===== src/rtl/rr_bus_arbiter_if.sv =====
// rtl/rr_bus_arbiter_if.sv - request/grant bundle between bus masters and the arbiter
interface rr_bus_arbiter_if #(
   parameter int NUM_REQUESTERS = 2
) ();
   localparam int IW = (NUM_REQUESTERS > 1) ? $clog2(NUM_REQUESTERS) : 1;

   logic [NUM_REQUESTERS-1:0] i_requests;
   logic                      i_done;
   logic [NUM_REQUESTERS-1:0] o_grants;
   logic                      o_grant_valid;
   logic [IW-1:0]             o_grant_index;
   logic                      o_timeout;

   modport master (
      output i_requests, i_done,
      input  o_grants, o_grant_valid, o_grant_index, o_timeout
   );

   modport slave (
      input  i_requests, i_done,
      output o_grants, o_grant_valid, o_grant_index, o_timeout
   );
endinterface


===== src/rtl/rr_bus_arbiter.sv =====
// rtl/rr_bus_arbiter.sv - round-robin bus arbiter with turnaround gap and tenure hold limit
module rr_bus_arbiter #(
   parameter int NUM_REQUESTERS  = 2,
   parameter int MAX_HOLD_CYCLES = 16
) (
   input  logic               clk,
   input  logic               rst_n,
   rr_bus_arbiter_if.slave    bus
);
   localparam int IW = (NUM_REQUESTERS > 1) ? $clog2(NUM_REQUESTERS) : 1;
   localparam int HW = (MAX_HOLD_CYCLES > 0) ? $clog2(MAX_HOLD_CYCLES + 1) : 1;
   localparam logic [IW-1:0] LAST_RST  = IW'(NUM_REQUESTERS - 1);
   localparam logic [HW-1:0] HOLD_LAST = HW'(MAX_HOLD_CYCLES - 1);

   typedef enum logic [1:0] {IDLE, GRANT, GAP} state_t;

   state_t                    state_q, state_d;
   logic [NUM_REQUESTERS-1:0] grants_q, grants_d;
   logic [IW-1:0]             index_q, index_d;
   logic [IW-1:0]             last_q, last_d;
   logic [HW-1:0]             hold_q, hold_d;
   logic                      timeout_q, timeout_d;

   logic                      win_found;
   logic [IW-1:0]             win_idx;
   logic [IW-1:0]             cand_idx;
   logic                      limit_hit;
   logic                      owner_req;

   // Search starts one past the previous owner and wraps, so every master gets a turn.
   always_comb begin
      win_found = 1'b0;
      win_idx   = '0;
      cand_idx  = '0;
      for (int k = 1; k <= NUM_REQUESTERS; k++) begin
         cand_idx = IW'((int'(last_q) + k) % NUM_REQUESTERS);
         if (!win_found && bus.i_requests[cand_idx]) begin
            win_found = 1'b1;
            win_idx   = cand_idx;
         end
      end
   end

   assign limit_hit = (MAX_HOLD_CYCLES > 0) && (hold_q == HOLD_LAST);
   assign owner_req = bus.i_requests[index_q];

   always_comb begin
      state_d   = state_q;
      grants_d  = grants_q;
      index_d   = index_q;
      last_d    = last_q;
      hold_d    = hold_q;
      timeout_d = 1'b0;
      case (state_q)
         IDLE, GAP: begin
            hold_d = '0;
            if (win_found) begin
               state_d           = GRANT;
               grants_d          = '0;
               grants_d[win_idx] = 1'b1;
               index_d           = win_idx;
               last_d            = win_idx;
            end else begin
               state_d  = IDLE;
               grants_d = '0;
               index_d  = '0;
            end
         end
         GRANT: begin
            // A normal release wins over the hold limit, so no timeout is flagged then.
            if (bus.i_done || !owner_req) begin
               state_d  = GAP;
               grants_d = '0;
               index_d  = '0;
            end else if (limit_hit) begin
               state_d   = GAP;
               grants_d  = '0;
               index_d   = '0;
               timeout_d = 1'b1;
            end else begin
               hold_d = hold_q + 1'b1;
            end
         end
         default: begin
            state_d  = IDLE;
            grants_d = '0;
            index_d  = '0;
            hold_d   = '0;
         end
      endcase
   end

   always_ff @(posedge clk) begin
      if (!rst_n) begin
         state_q   <= IDLE;
         grants_q  <= '0;
         index_q   <= '0;
         last_q    <= LAST_RST;
         hold_q    <= '0;
         timeout_q <= 1'b0;
      end else begin
         state_q   <= state_d;
         grants_q  <= grants_d;
         index_q   <= index_d;
         last_q    <= last_d;
         hold_q    <= hold_d;
         timeout_q <= timeout_d;
      end
   end

   assign bus.o_grants      = grants_q;
   assign bus.o_grant_valid = |grants_q;
   assign bus.o_grant_index = index_q;
   assign bus.o_timeout     = timeout_q;
endmodule


===== src/flat_wrapper.sv =====
// flat-port wrapper written by rule: the top's interface ports become plain ports
module rr_bus_arbiter_flat 
#(
   parameter int NUM_REQUESTERS  = 2,
   parameter int MAX_HOLD_CYCLES = 16
)
  (clk, rst_n, bus_i_requests, bus_i_done, bus_o_grants, bus_o_grant_valid, bus_o_grant_index, bus_o_timeout);
  rr_bus_arbiter_if #(.NUM_REQUESTERS(NUM_REQUESTERS)) bus_i ();
  input  logic clk;
  input  logic rst_n;
  input wire logic [$bits(bus_i.i_requests)-1:0] bus_i_requests;
  input wire logic [$bits(bus_i.i_done)-1:0] bus_i_done;
  output wire logic [$bits(bus_i.o_grants)-1:0] bus_o_grants;
  output wire logic [$bits(bus_i.o_grant_valid)-1:0] bus_o_grant_valid;
  output wire logic [$bits(bus_i.o_grant_index)-1:0] bus_o_grant_index;
  output wire logic [$bits(bus_i.o_timeout)-1:0] bus_o_timeout;
  assign bus_i.i_requests = bus_i_requests;
  assign bus_i.i_done = bus_i_done;
  assign bus_o_grants = bus_i.o_grants;
  assign bus_o_grant_valid = bus_i.o_grant_valid;
  assign bus_o_grant_index = bus_i.o_grant_index;
  assign bus_o_timeout = bus_i.o_timeout;
  rr_bus_arbiter #(.NUM_REQUESTERS(NUM_REQUESTERS), .MAX_HOLD_CYCLES(MAX_HOLD_CYCLES)) u_core (.clk(clk), .rst_n(rst_n), .bus(bus_i));
endmodule

===== config.mk =====
export PLATFORM = sky130hd
export DESIGN_NAME = rr_bus_arbiter_flat
export DESIGN_NICKNAME = d
export VERILOG_FILES = /design/src/rtl/rr_bus_arbiter_if.sv /design/src/rtl/rr_bus_arbiter.sv /design/src/flat_wrapper.sv
export SDC_FILE = /design/constraint.sdc
export NUM_CORES = 1
export LEC_CHECK = 0
export ABC_AREA = 1
export CAP_MARGIN = 5
export CORE_AREA = 5 5 42 44
export DETAILED_ROUTE_END_ITERATION = 8
export DIE_AREA = 0 0 47 49
export PLACE_DENSITY = 0.67
export SLEW_MARGIN = 10
export SYNTH_ARGS = -nofsm -noshare
export SYNTH_HDL_FRONTEND = slang
export SYNTH_SLANG_ARGS = --single-unit

===== constraint.sdc =====
create_clock -name clk -period 3.2 [get_ports clk]
set_clock_uncertainty 0.15 [all_clocks]
set_input_delay 0.32 -clock clk [delete_from_list [all_inputs] [get_ports clk]]
set_output_delay 0.32 -clock clk [all_outputs]
set_load 0.01 [all_outputs]

### Word level (Yosys, flattened, before mapping)

Cells that the tools add are included.

| word-level totals | value |
|---|---|
| register bits after elaboration | 12 |
| input port bits | 5 |
| output and inout bits | 5 |
| logic and storage cells | 59 |

| operators by class | value |
|---|---|
| add/sub/neg operators | 3 |
| $lt $le $gt $ge | 5 |
| eq/ne operators | 4 |
| mux-type cells | 25 |
| bitwise logic cells | 4 |
| reduce and logical (&&, ||, !) cells | 12 |

Operators with widths:

| cell | number |
|---|---|
| $mux 1 | 16 |
| $mux 2 | 5 |
| $lt 1x2->1 const B | 4 |
| $pmux 2 s2 | 2 |
| $reduce_and 2->1 | 3 |
| $add 5x1->5 const B | 1 |
| $eq 5x4->1 const B | 1 |
| $not 1->1 | 4 |
| $reduce_or 2->1 | 2 |
| $ne 3x1->1 const B | 1 |
| $reduce_or 3->1 | 1 |
| $add 1x1->1 const B | 2 |
| $eq 2x1->1 const B | 1 |
| $eq 2x2->1 const B | 1 |
| $logic_and 1x1->1 | 2 |
| $logic_not 1->1 | 2 |
| $logic_not 2->1 | 1 |
| $pmux 1 s2 | 1 |
| $demux 1 s1 | 1 |
| $ge 1x1->1 const B | 1 |
| $logic_or 1x1->1 | 1 |

### Logic depth before layout (Yosys ltp)

| logic depth | value |
|---|---|
| word-level depth | 13 |
| depth in mapped cells | 10 |
| mapped depth without buffers | 10 |

### Least setup slack after synthesis

OpenSTA, ideal clock, no wires.

| timing path | value |
|---|---|
| path type | flip-flop to flip-flop |
| from | reg u_core.hold_q[0] |
| to | reg u_core.grants_q[0], in the netlist u_core.bus.o_grants[0] |
| library setup time | 0.113 ns |
| data arrival time | 1.273 ns |
| data required time | 2.937 ns |
| path slack | 1.664 ns |
| cell stages (with the launch flop) | 10 |
| buffers on the path | 0 |
| period minus slack after synthesis | 1.536 ns |
| cell sequence | dfxtp_1 > ha_1 > inv_1 > nor3_1 > ha_1 > inv_1 > nand4_1 > nand2_1 > nand2_1 > nor2_1 |

| on the way | value |
|---|---|
| longest elaborated chain between the ends | 2 |

RTL lines:

| item | line | source |
|---|---|---|
| from (decl) | rr_bus_arbiter.sv:21 | `logic [HW-1:0] hold_q, hold_d;` |
| from (signal assigned) | rr_bus_arbiter.sv:106 | `hold_q <= hold_d;` |
| $eq 5x4->1 | rr_bus_arbiter.sv:44 | `assign limit_hit = (MAX_HOLD_CYCLES > 0) && (hold_q == HOLD_LAST);` |
| net u_core.limit_hit | rr_bus_arbiter.sv:27 | `logic limit_hit;` |
| $ne 3x1->1 (no line) | - |  |
| to (signal assigned) | rr_bus_arbiter.sv:103 | `grants_q <= grants_d;` |
| to (decl) | rr_bus_arbiter.sv:18 | `logic [NUM_REQUESTERS-1:0] grants_q, grants_d;` |

The timed path passes the listed nets, and every way through them passes these cells.
A chain may end at the register's enable or synchronous reset.

### Worst setup path after layout

| timing path | value |
|---|---|
| from | reg u_core.grants_q[1], in the netlist u_core.bus.o_grants[1] |
| to | out bus_o_grant_valid |

| on the way | value |
|---|---|
| longest elaborated chain between the ends | 1 |

RTL lines:

| item | line | source |
|---|---|---|
| $reduce_or 2->1 | rr_bus_arbiter.sv:112 | `assign bus.o_grant_valid = \|grants_q;` |
| to (decl) | flat_wrapper.sv:14 | `output wire logic [$bits(bus_i.o_grant_valid)-1:0] bus_o_grant_valid;` |

Every way passes these cells.

==> impl_metrics.sql <==
INSERT INTO impl_metrics (metric_group, metric, value, unit) VALUES
('outcome', 'status', 'completed', ''),
('cts', 'htreeDepth', '1', ''),
('setup_path', 'cp_cell_sequence', 'or2_2, clkdlybuf4s50_1', ''),
('logic_synthesis', 'ys_ff_latch', '11', ''),
('setup_path', 'path_max_fanout', '8', ''),
('power_and_ir_drop', 'p_per_area', '420', 'mW/mm^2'),
('timing', 'fin_hold_ws', '316', 'ps'),
('cts', 'post_cts.resized_instances', '0', ''),
('place', 'number_of_port_buffers', '9', ''),
('timing', 'max_freq', '526', 'MHz'),
('die', 'die_area', '0.00230', 'sq mm'),
('logic_synthesis', 'postSynthCellCount', '79', ''),
('finish', 'seq_area', '220', 'sq um'),
('finish', 'fill_cells', '145', ''),
('logic_synthesis', 'synth.yosys.seq_area_share', '0.399', ''),
('die', 'boundaryPins', '10', ''),
('setup_path', 'slowest_delay', '480', 'ps'),
('logic_synthesis', 'ys_types', '16', ''),
('setup_path', 'worst_path_max_delay_cell', 'clkdlybuf4s50_1', ''),
('setup_path', 'worst-endpoint-arrival', '1430', 'ps'),
('run', 'drv.max_cap_violation_count', '0', ''),
('die', 'std_cell_rows', '14', ''),
('setup_path', 'critPathBufInv', '1', ''),
('cts', 'post_cts_setup_repair_buffer_count', '0', ''),
('die', 'chipHeight', '49', 'microns'),
('cts', 'cts_buffer_depth', '2', ''),
('grt', 'antenna_found_initial', '0', ''),
('cts', 'clock_tree_from_tritoncts', 'built', ''),
('logic_synthesis', 'yosys_warnings', '0', ''),
('finish', 'layout-area-overhead-vs-synth', '23.4', '%'),
('die', 'floorplan.core_area', '0.00140', 'sq mm'),
('detailed_routing', 'post-route-drc-count', '0', ''),
('timing', 'finalCritPeriodShare', '0.595', ''),
('logic_synthesis', 'syn_area_per_cell', '6.98', 'sq um'),
('setup_path', 'cpLargestDelayFamily', 'buffers and inverters', ''),
('power_and_ir_drop', 'leakage', '0.000317', 'uW'),
('timing', 'final_critical_path_setup_slack', '1300', 'ps'),
('finish', 'post_layout_nonfiller_instances', '107', ''),
('detailed_routing', 'routed_via_count', '507', ''),
('grt', 'grt_usage', '0.112', ''),
('setup_path', 'critical_path_class', 'flop to output port', ''),
('timing', 'rsz0062_at_grt', 'false', ''),
('detailed_routing', 'via_per_inst', '4.74', ''),
('place', 'place_ws', '1420', 'ps'),
('cts', 'cts.sink_count', '11', ''),
('die', 'die_width', '47', 'microns'),
('timing', 'setup_tns', '0', 'ps'),
('detailed_routing', 'dr.first_iter.drc_count', '8', ''),
('finish', 'mostFrequentLayoutCell', 'nand2_1', ''),
('grt', 'first_pass_grt_wire_length', '1.85', 'mm'),
('min_path', 'timing.hold.worst.class', 'flop to flop', ''),
('timing', 'relSlewSlack', '0.835', ''),
('power_and_ir_drop', 'ir_worst_vdd', '207', 'uV'),
('grt', 'first_global_vias', '490', ''),
('power_and_ir_drop', 'power.total', '286', 'uW'),
('logic_synthesis', 'post_synthesis_cell_area', '552', 'sq um'),
('die', 'start_util', '0.394', ''),
('finish', 'antennaDiodeCount', '0', ''),
('finish', 'final_net_count', '99', ''),
('grt', 'global_route.overflow_total', '0', ''),
('cts', 'insertion_delay', '270', 'ps'),
('finish', 'layout-drive-gt1-share', '0.0989', ''),
('cts', 'cts.clk_slew.worst_paths', '70', 'ps'),
('cts', 'cts-hold-fix-buffers', '0', ''),
('finish', 'final_cell_mix', 'nand2_1, inv_1, dfxtp_1', ''),
('timing', 'max_slew.worst_pin.slew', '247', 'ps'),
('detailed_routing', 'routedWlPerCell', '9.88', 'microns'),
('logic_synthesis', 'syn_nets', '86', ''),
('setup_path', 'type_of_element_launching_the_critical_path', 'flop', ''),
('place', 'placedCellCount', '103', ''),
('timing', 'timing.final.setup_violations', '0', ''),
('detailed_routing', 'remaining_antenna_violation_count', '0', ''),
('timing', 'finalMaxSlewViolations', '0', ''),
('timing', 'hold_viol_final', '0', ''),
('place', 'hpwl', '825', 'microns'),
('setup_path', 'critical_path_endpoint_category', 'output port', ''),
('place', 'finalWeightedCongestion', '0.819', ''),
('setup_path', 'critPathRequiredTime', '2730', 'ps'),
('cts', 'cts_inserted_buffers', '3', ''),
('finish', 'multi_input_area', '264', 'sq um'),
('detailed_routing', 'drt_first_pass_iters', '4', ''),
('detailed_routing', 'totalWireLength', '1.06', 'mm'),
('timing', 'finalWorstPathRequiredPeriod', '1900', 'ps'),
('cts', 'root_buffer', 'clkbuf_4', ''),
('grt', 'grt_start_max_net_pins', '9', '');
==> logic make-up (layout without fill, tap and decap cells) <==
kind of cell / count (synthesis) / in the layout / synth area share
fa+ha+maj: 2 / 2 / 0.0453
buf+inv: 17 / 29 / 0.122
flops: 11 / 11 / 0.399
compound gates: 9 / 9 / 0.0884
xor+xnor: 1 / 1 / 0.0159
simple gates: 39 / 39 / 0.329
==> path summary, 6_finish.rpt <==
check / start / to / slack, ps / cells after the start
worst max-delay path: u_core.bus.o_grants[1] / bus_o_grant_valid / 1300 / 2
worst min-delay path: u_core.hold_q[3] / u_core.hold_q[3] / 320 / 2
worst max register to register: u_core.hold_q[0] / u_core.bus.o_grants[0] / 1480 / 9
worst min register to register: u_core.hold_q[3] / u_core.hold_q[3] / 320 / 2
==> area by class of cell <==
class / instances / area share
Clock buffer: 4 / 0.0386
Timing Repair Buffer: 9 / 0.132
Tap cell: 16 / 0.0294
Multi-Input combinational cell: 51 / 0.388
Inverter: 16 / 0.0882
Sequential cell: 11 / 0.324
==> state kept, by name, summed over array words and instances (netlist names) <==
signal	flops
u_core.hold_q	5
u_core.bus.o_grants	2
u_core.state_q	2
u_core.bus.o_timeout	1
u_core.last_q	1
==> worst register-to-register path, cell delays in order (launching register included) <==
cell     delay [ps]
dfxtp_1         370
ha_1            180
inv_1            60
nor3_1          160
ha_1            240
inv_1           110
nand4_1         160
nand2_1          70
nand2_1          60
nor2_1           40
==> routing by layer <==
layer,up-vias,GRT usage,share of wire
met4,0,0.0829,0.027
met1,225,0.111,0.39
met3,4,0.0258,0.079
met2,14,0.190,0.50
li1,264,-,-
met5,-,0,0
==> synthesized netlist by cell type (all sizes together) <==
master / number / share of area
xor2: 1 / 0.016
inv: 16 / 0.11
nand3: 4 / 0.036
dfxtp: 11 / 0.40
nand4: 2 / 0.023
buf: 1 / 0.014
nor2: 6 / 0.068
o21ai: 2 / 0.025
or2: 1 / 0.011
ha: 2 / 0.045
nand2: 24 / 0.17
nor3: 2 / 0.018
a21oi: 7 / 0.063
==> stage by stage <==
step,utilization,instance area (sq um)
after floorplan,-,552
after global placement,0.467,654
after detailed placement,0.467,654
after CTS,0.486,681
after global routing,0.486,681
final,0.486,681
==> where the power goes <==
group	switching (uW)	internal, uW
logic	23.5	20.8
registers	3.91	142
clock network	47.1	48.3
total	74.6	211
(Power assumes the default switching activity.)
